### config.mk
export PLATFORM = sky130hd
export DESIGN_NAME = apb_reg_completer_flat
export DESIGN_NICKNAME = d
export VERILOG_FILES = /design/src/rtl/apb_reg_completer_if.sv /design/src/rtl/apb_reg_completer.sv /design/src/flat_wrapper.sv
export SDC_FILE = /design/constraint.sdc
export NUM_CORES = 1
export LEC_CHECK = 0
export CORE_ASPECT_RATIO = 2
export CORE_MARGIN = 5
export CORE_UTILIZATION = 35
export CTS_CLUSTER_SIZE = 14
export DETAILED_ROUTE_END_ITERATION = 12
export SYNTH_ARGS = -nofsm -noshare
export SYNTH_HDL_FRONTEND = slang
export SYNTH_SLANG_ARGS = --single-unit
### constraint.sdc
create_clock -name pclk -period 23.4 [get_ports pclk]
set_clock_uncertainty 0.15 [all_clocks]
set_input_delay 3.51 -clock pclk [delete_from_list [all_inputs] [get_ports pclk]]
set_output_delay 3.51 -clock pclk [all_outputs]
set_load 0.02 [all_outputs]
### src/rtl/apb_reg_completer_if.sv
// APB3 bus bundle between a requester and the register completer.
// Clock and reset travel as plain ports beside it.
interface apb_reg_completer_if #(
    parameter int ADDR_WIDTH = 32,
    parameter int DATA_WIDTH = 32
);
    logic [ADDR_WIDTH-1:0] paddr;
    logic [2:0]            pprot;
    logic                  psel;
    logic                  penable;
    logic                  pwrite;
    logic [DATA_WIDTH-1:0] pwdata;
    logic [DATA_WIDTH-1:0] prdata;
    logic                  pready;
    logic                  pslverr;

    modport master (
        output paddr, pprot, psel, penable, pwrite, pwdata,
        input  prdata, pready, pslverr
    );

    modport slave (
        input  paddr, pprot, psel, penable, pwrite, pwdata,
        output prdata, pready, pslverr
    );
endinterface

### src/rtl/apb_reg_completer.sv
// APB3 completer with ID, cycle counter, W1C status and scratch registers.
// Inserts WAIT_STATES access cycles and flags protocol violations via irq.
module apb_reg_completer #(
    parameter int          ADDR_WIDTH  = 32,
    parameter int          DATA_WIDTH  = 32,
    parameter int          NUM_REGS    = 16,
    parameter int          WAIT_STATES = 0,
    parameter logic [31:0] ID_VALUE    = 32'hA5B0_0001
) (
    input  logic pclk,
    input  logic preset,
    apb_reg_completer_if.slave bus,
    output logic irq
);
    localparam int IW = $clog2(NUM_REGS);

    typedef enum logic {IDLE, ACCESS} state_t;

    state_t                state, state_n;
    logic [ADDR_WIDTH-1:0] addr_q, addr_n;
    logic                  wr_q, wr_n;
    logic                  err_q, err_n;
    logic [3:0]            cnt_q, cnt_n;
    logic [31:0]           cycles;
    logic [1:0]            status, status_n;
    logic [DATA_WIDTH-1:0] regs [NUM_REGS];
    logic [IW-1:0]         idx;
    logic                  done;
    logic                  proto_set;
    logic                  commit;
    logic                  unused;

    assign unused = ^bus.pprot;
    assign idx    = addr_q[2 +: IW];

    function automatic logic dec_err(
        input logic [ADDR_WIDTH-1:0] a,
        input logic                  w
    );
        logic [IW-1:0] i;
        i = a[2 +: IW];
        dec_err = (a[1:0] != 2'b00)
               || ((a >> (IW + 2)) != '0)
               || (w && (i == IW'(0) || i == IW'(1)));
    endfunction

    always_ff @(posedge pclk or posedge preset) begin
        if (preset) begin
            state  <= IDLE;
            addr_q <= '0;
            wr_q   <= 1'b0;
            err_q  <= 1'b0;
            cnt_q  <= '0;
        end else begin
            state  <= state_n;
            addr_q <= addr_n;
            wr_q   <= wr_n;
            err_q  <= err_n;
            cnt_q  <= cnt_n;
        end
    end

    // Latched setup values stay authoritative for the whole access phase.
    always_comb begin
        state_n   = state;
        addr_n    = addr_q;
        wr_n      = wr_q;
        err_n     = err_q;
        cnt_n     = cnt_q;
        proto_set = 1'b0;
        done      = 1'b0;
        unique case (state)
            IDLE: begin
                if (bus.psel && !bus.penable) begin
                    addr_n  = bus.paddr;
                    wr_n    = bus.pwrite;
                    err_n   = dec_err(bus.paddr, bus.pwrite);
                    cnt_n   = 4'(WAIT_STATES);
                    state_n = ACCESS;
                end else if (bus.psel && bus.penable) begin
                    proto_set = 1'b1;
                end
            end
            ACCESS: begin
                if (!bus.psel) begin
                    proto_set = 1'b1;
                    state_n   = IDLE;
                end else begin
                    if (bus.paddr != addr_q || bus.pwrite != wr_q)
                        proto_set = 1'b1;
                    if (!bus.penable) begin
                        proto_set = 1'b1;
                    end else if (cnt_q != 4'd0) begin
                        cnt_n = cnt_q - 4'd1;
                    end else begin
                        done    = 1'b1;
                        state_n = IDLE;
                    end
                end
            end
            default: state_n = IDLE;
        endcase
    end

    assign bus.pready  = done;
    assign bus.pslverr = done && err_q;
    assign commit      = done && wr_q && !err_q;

    always_comb begin
        bus.prdata = '0;
        if (done && !wr_q && !err_q) begin
            case (idx)
                IW'(0):  bus.prdata = DATA_WIDTH'(ID_VALUE);
                IW'(1):  bus.prdata = DATA_WIDTH'(cycles);
                IW'(2):  bus.prdata = DATA_WIDTH'(status);
                default: bus.prdata = regs[idx];
            endcase
        end
    end

    // Hardware sets are applied after the W1C clear so they win.
    always_comb begin
        status_n = status;
        if (commit && idx == IW'(2))
            status_n = status & ~bus.pwdata[1:0];
        if (proto_set)
            status_n[0] = 1'b1;
        if (done && err_q)
            status_n[1] = 1'b1;
    end

    always_ff @(posedge pclk or posedge preset) begin
        if (preset) begin
            cycles <= '0;
            status <= '0;
        end else begin
            cycles <= cycles + 32'd1;
            status <= status_n;
        end
    end

    always_ff @(posedge pclk or posedge preset) begin
        if (preset) begin
            for (int i = 0; i < NUM_REGS; i++)
                regs[i] <= '0;
        end else if (commit && idx >= IW'(3)) begin
            regs[idx] <= bus.pwdata;
        end
    end

    assign irq = status[0] | status[1];
endmodule

### src/flat_wrapper.sv
// flat-port wrapper written by rule: the top's interface ports become plain ports
module apb_reg_completer_flat 
#(
    parameter int          ADDR_WIDTH  = 32,
    parameter int          DATA_WIDTH  = 32,
    parameter int          NUM_REGS    = 16,
    parameter int          WAIT_STATES = 0,
    parameter logic [31:0] ID_VALUE    = 32'hA5B0_0001
)
  (pclk, preset, irq, bus_paddr, bus_pprot, bus_psel, bus_penable, bus_pwrite, bus_pwdata, bus_prdata, bus_pready, bus_pslverr);
  apb_reg_completer_if #(.ADDR_WIDTH(ADDR_WIDTH), .DATA_WIDTH(DATA_WIDTH)) bus_i ();
  input  logic pclk;
  input  logic preset;
  output logic irq;
  input wire logic [$bits(bus_i.paddr)-1:0] bus_paddr;
  input wire logic [$bits(bus_i.pprot)-1:0] bus_pprot;
  input wire logic [$bits(bus_i.psel)-1:0] bus_psel;
  input wire logic [$bits(bus_i.penable)-1:0] bus_penable;
  input wire logic [$bits(bus_i.pwrite)-1:0] bus_pwrite;
  input wire logic [$bits(bus_i.pwdata)-1:0] bus_pwdata;
  output wire logic [$bits(bus_i.prdata)-1:0] bus_prdata;
  output wire logic [$bits(bus_i.pready)-1:0] bus_pready;
  output wire logic [$bits(bus_i.pslverr)-1:0] bus_pslverr;
  assign bus_i.paddr = bus_paddr;
  assign bus_i.pprot = bus_pprot;
  assign bus_i.psel = bus_psel;
  assign bus_i.penable = bus_penable;
  assign bus_i.pwrite = bus_pwrite;
  assign bus_i.pwdata = bus_pwdata;
  assign bus_prdata = bus_i.prdata;
  assign bus_pready = bus_i.pready;
  assign bus_pslverr = bus_i.pslverr;
  apb_reg_completer #(.ADDR_WIDTH(ADDR_WIDTH), .DATA_WIDTH(DATA_WIDTH), .NUM_REGS(NUM_REGS), .WAIT_STATES(WAIT_STATES), .ID_VALUE(ID_VALUE)) u_core (.pclk(pclk), .preset(preset), .bus(bus_i), .irq(irq));
endmodule
**Word level (Yosys, flattened, before mapping)**

Index checks and enable logic that the tools add are counted.

- Flip-flop bits (word level): 585
- Bits in latches: 0
- Bits in writable memories: 0
- Bits in read-only memories: 0
- Input bits: 72
- Output and inout port bits: 35
- Word-level logic and storage cells: 101
- Memories kept: 0

- $add $sub $neg: 2
- Multipliers: 0
- Divide/modulo/power cells: 0
- Magnitude comparators: 3
- Equal/unequal tests: 9
- Shift-type cells: 0
- Mux-type cells: 31
- Bitwise operators: 5
- Reduce and logical (&&, ||, !) cells: 27

Operator list:

| operator | number |
|---|---|
| 512-bit bitwise mux | 1 |
| 32-bit binary-select mux with 4-bit select | 1 |
| 32-bit demux with 4-bit select | 1 |
| 32-bit 2-to-1 mux | 4 |
| 32-bit one-hot mux with 3 select lines | 1 |
| 32-bit by 1-bit adder with 32-bit output (second input constant) | 1 |
| 32-bit != test | 1 |
| 32-bit nonzero test | 1 |
| 4-bit 2-to-1 mux | 4 |
| 1-bit 2-to-1 mux | 15 |
| 1-bit logical AND | 11 |
| 4-bit by 1-bit == test with 1-bit output (second input constant) | 2 |
| 4-bit logical NOT | 2 |
| 4-bit one-hot mux with 2 select lines | 1 |
| 2-bit != test (second input constant) | 3 |
| 2-bit nonzero test | 3 |
| 5-bit greater-or-equal comparator (second input constant) | 1 |
| 5-bit by 1-bit < comparator with 1-bit output (second input constant) | 1 |
| 4-bit inverter with 5-bit output | 1 |
| 4-bit by 2-bit == test with 1-bit output (second input constant) | 1 |
| 4-bit by 2-bit greater-or-equal comparator with 1-bit output (second input constant) | 1 |
| 1-bit logical OR | 4 |
| 1-bit one-hot mux with 2 select lines | 2 |
| 4-bit AND reduction | 1 |
| other kinds (11) | 13 |

**Depth between registers and ports, before layout**

- Depth after elaboration: 10
- Depth in mapped cells: 9
- Mapped depth without buffers: 8

**Least setup slack after synthesis**

No wires, ideal clock.

- Path kind: in2out
- From: input bus_psel
- To: output bus_prdata[29]
- Arrival time: 5.040 ns
- Data required time: 19.740 ns
- Path slack: 14.700 ns
- Stages on the path: 6
- Buffers on the path: 0
- Cells stage by stage: and4b_4 -> nand3b_4 -> inv_1 -> o311ai_1 -> a311o_1 -> a31oi_1

- Longest elaborated chain between the ends: 5

Ends and longest elaborated chain:

| item | RTL line | RTL |
|---|---|---|
| start: declaration | flat_wrapper.sv:17 | `input wire logic [$bits(bus_i.psel)-1:0] bus_psel;` |
| 1-bit 2-to-1 mux | apb_reg_completer.sv:85 | `if (!bus.psel) begin` |
| 1-bit 2-to-1 mux | apb_reg_completer.sv:72 | `unique case (state)` |
| via bus_pready | flat_wrapper.sv:22 | `output wire logic [$bits(bus_i.pready)-1:0] bus_pready;` |
| 1-bit logical AND (2 in a row) | apb_reg_completer.sv:111 | `if (done && !wr_q && !err_q) begin` |
| 32-bit 2-to-1 mux | apb_reg_completer.sv:111 |  |
| end: declaration | flat_wrapper.sv:21 | `output wire logic [$bits(bus_i.prdata)-1:0] bus_prdata;` |

The timed path passes the listed nets, and every way through them passes these cells.

**Worst setup path in the final report**

- From: input bus_psel
- To: output bus_prdata[16]

- Longest elaborated chain between the ends: 5

Ends and longest elaborated chain:

| item | RTL line |
|---|---|
| 1-bit 2-to-1 mux | apb_reg_completer.sv:85 |
| 1-bit 2-to-1 mux | apb_reg_completer.sv:72 |
| 1-bit logical AND (2 in a row) | apb_reg_completer.sv:111 |
| 32-bit 2-to-1 mux | apb_reg_completer.sv:111 |

Every way passes these cells.

==> flow_summary_export.csv <==
group,metric,value,unit
status,outcome,"finished clean",
clock_tree,cts_max_level,2,
critical_path,required,19.74,ns
clock_tree,clk_path_buf_depth,3,
critical_path,crit_family,"buffers and inverters",
floorplanning,die_x,195,um
floorplanning,design.die.area,0.0738,mm^2
clock_tree,clock_latency,0.59,ns
sta,whs,0.223,ns
routing,vias_per_cell,5.28,
critical_path,crit_top_cell,"clkdlybuf4s50_1",
cells_and_area,final_nets,1801,
cells_and_area,design_area,0.0272,mm^2
placed_design,placed_area,0.0256,mm^2
critical_path,slowest_delay,0.68,ns
yosys,avgSynthCellArea,14.0,um^2
placed_design,gp_congestion,0.783,
yosys,ys_types,52,
placed_design,port_buffers,103,
yosys,synth_top_cell_by_area,"dfrtp_1",
min_path,min_path_type,"flip-flop to flip-flop",
yosys,synth_area,0.0239,mm^2
power_and_ir_drop,fin_total_pwr,2.10,mW
yosys,syn_nets,1775,
critical_path,arrival,6.34,ns
routing,vias,14000,
min_path,min_path_cells,0,
cells_and_area,stdcell_count,2655,
cells_and_area,multi_input_area,0.0101,mm^2
cells_and_area,fillCellCount,6212,
critical_path,worstSetupPathType,"primary input to output port",
global_routing,grt_max_degree,181,
cells_and_area,area_growth,13.8,%
global_routing,grt_usage,16.7,%
power_and_ir_drop,p_leak,12.6,nW
clock_tree,cts.repair.resized,0,
sta,period_minus_slack,10.0,ns
floorplanning,core_area,0.0677,mm^2
clock_tree,cts_hold_buf,0,
clock_tree,clk_pin_slew,0.06,ns
routing,dr.pass1.iters,5,
floorplanning,io_pins,107,
run,cap_violations,0,
critical_path,critPathBufInv,4,
yosys,ys_ff_latch,519,
power_and_ir_drop,powerDensity,77.1,mW/mm^2
sta,tns,0,ns
yosys,async_reset_ff_share,100,%
floorplanning,die_y,379,um
yosys,synth_top_area_share,54.4,%
routing,drt_first_iter_violations,873,
clock_tree,postCtsSetupBuffers,0,
cells_and_area,layout_common_cells,"516 x dfrtp_1, 431 x mux2_2, 103 x clkdlybuf4s50_1, 90 x nand2_1, 84 x mux4_2",
sta,drv_slew,0,
global_routing,grt_pass1_vias,15600,
yosys,synth_flop_cell,"dfrtp_1",
routing,finalWirelength,61.7,mm
critical_path,path_cells,"clkdlybuf4s50_1, and4b_4, nand3b_4, inv_1, nand2_1, buf_4, a21oi_1, clkdlybuf4s50_1",
clock_tree,cts_made_buffers,48,
floorplanning,rows,135,
critical_path,critical_path_depth,8,
sta,period_share,42.7,%
yosys,synth_area_leaders,"dfrtp_1 54%, mux2_2 20%, mux4_2 7.9%, mux2i_1 2.6%, nand2_1 1.4%",
yosys,synth-edff-count,0,
sta,relSlewSlack,25.7,%
clock_tree,clkSinkCount,519,
global_routing,overflow,0,
yosys,ys_seq_area_share,54.4,%
power_and_ir_drop,peakVddDrop,0.0680,mV
cells_and_area,register_area,0.0130,mm^2
placed_design,post-dp-hpwl,38.3,mm
cells_and_area,final_layout_size_suffix_gt1_share,37.3,%
floorplanning,start_util,35.2,%
critical_path,crit_path_end_kind,"output port",
global_routing,grt_antenna_before_repair,2,
routing,antenna_left,0,
routing,drc,0,
placed_design,dp.cells,2567,
sta,max_freq,100,MHz
sta,tightest_slew,1.11,ns
sta,rsz0062_at_grt,"no",
global_routing,grt_pass1_wl,96.2,mm
routing,routedWlPerCell,23.2,um
critical_path,crit_path_max_fanout,19,
sta,final_hold_viol_count,0,
clock_tree,clockRootBuffer,"clkbuf_16",
critical_path,r2r_cells,7,
cells_and_area,mostFrequentLayoutCell,"dfrtp_1",
sta,setup_violations,0,
yosys,yosysWarnings,0,
clock_tree,tritoncts,"built",
yosys,syn_inst,1701,
critical_path,cp_slowest_cell,"clkdlybuf4s50_1",
critical_path,cp-start-kind,"primary input",
## Yosys cell counts, types with 2 or more instances
cell / n
nor2b_1: 3
nor4_1: 17
clkbuf_1: 89
nor2_1: 48
o21ai_0: 30
buf_4: 26
a311o_1: 6
ha_1: 2
inv_1: 16
a221o_1: 3
a21oi_1: 56
nand2b_1: 4
xor2_1: 38
nand4_1: 8
buf_6: 10
dfrtp_1: 519
nor2_2: 3
nor3_1: 5
mux2i_1: 62
mux2_4: 9
mux4_2: 84
o2111ai_1: 15
buf_2: 33
and3_1: 3
xnor2_1: 25
a21o_1: 2
or3_1: 4
mux2_2: 431
or4_1: 4
a31oi_1: 9
mux2_1: 9
a22oi_1: 2
nand2_1: 90
nand3_1: 18
## cell families after synthesis
kind of cell | Yosys count | synth area share [%]
buffers and inverters | 175 | 3.65
adders and majority gates | 2 | 0.105
DFF | 519 | 54.4
muxes | 595 | 31.9
and+or+nand+nor | 217 | 4.33
AOI/OAI and AO/OA | 130 | 3.33
xor gates and xnor gates | 63 | 2.31
## cell type report
class / count / share of cell area (%)
tap: 890 / 4.10
sequential: 519 / 47.8
timing repair buffer: 135 / 4.77
clock buffer: 68 / 5.18
multi-input combinational: 1007 / 37.1
clock inverter: 17 / 0.728
antenna: 3 / 0.0276
inverter: 16 / 0.249
## final timing paths
path                                        from          endpoint  slack [ns]
worst max-delay path                    bus_psel    bus_prdata[16]       13.40
worst min-delay path            u_core.regs[442]  u_core.regs[442]        0.22
worst max register to register  u_core.addr_q[4]  u_core.regs[383]       19.11
worst min register to register  u_core.regs[442]  u_core.regs[442]        0.22
max in group asynchronous                 preset  u_core.regs[207]       16.57
min in group asynchronous                 preset  u_core.regs[322]        3.31
## metal layers
metal	wire length (um)	track usage, %	up-vias
met1	24300	20.1	7456
met5	0	0	-
met3	2460	2.49	121
met2	32800	30.5	291
li1	-	-	6160
met4	2140	6.03	0
## flip-flops by register name (all words and copies together), names as in the netlist
| register | cells |
|---|---|
| u_core.addr_q | 32 |
| u_core.cnt_q | 4 |
| u_core.cycles | 32 |
| u_core.err_q | 1 |
| u_core.regs | 446 |
| u_core.state | 1 |
| u_core.status | 2 |
| u_core.wr_q | 1 |
## through the flow
step                util [%]  setup slack, ns
CTS                     40.1            13.38
floorplan                  -             5.24
global placement        37.7            13.37
finish                  40.1            13.40
detailed placement      37.7            13.38
global route            40.1            13.27
## power breakdown
part	leakage, nW	internal [mW]	switching, mW
logic	4.65	0.128	0.159
clock network	0.793	0.463	0.350
registers	7.13	0.952	0.0433
No activity file was read; power rests on OpenSTA's default activity.
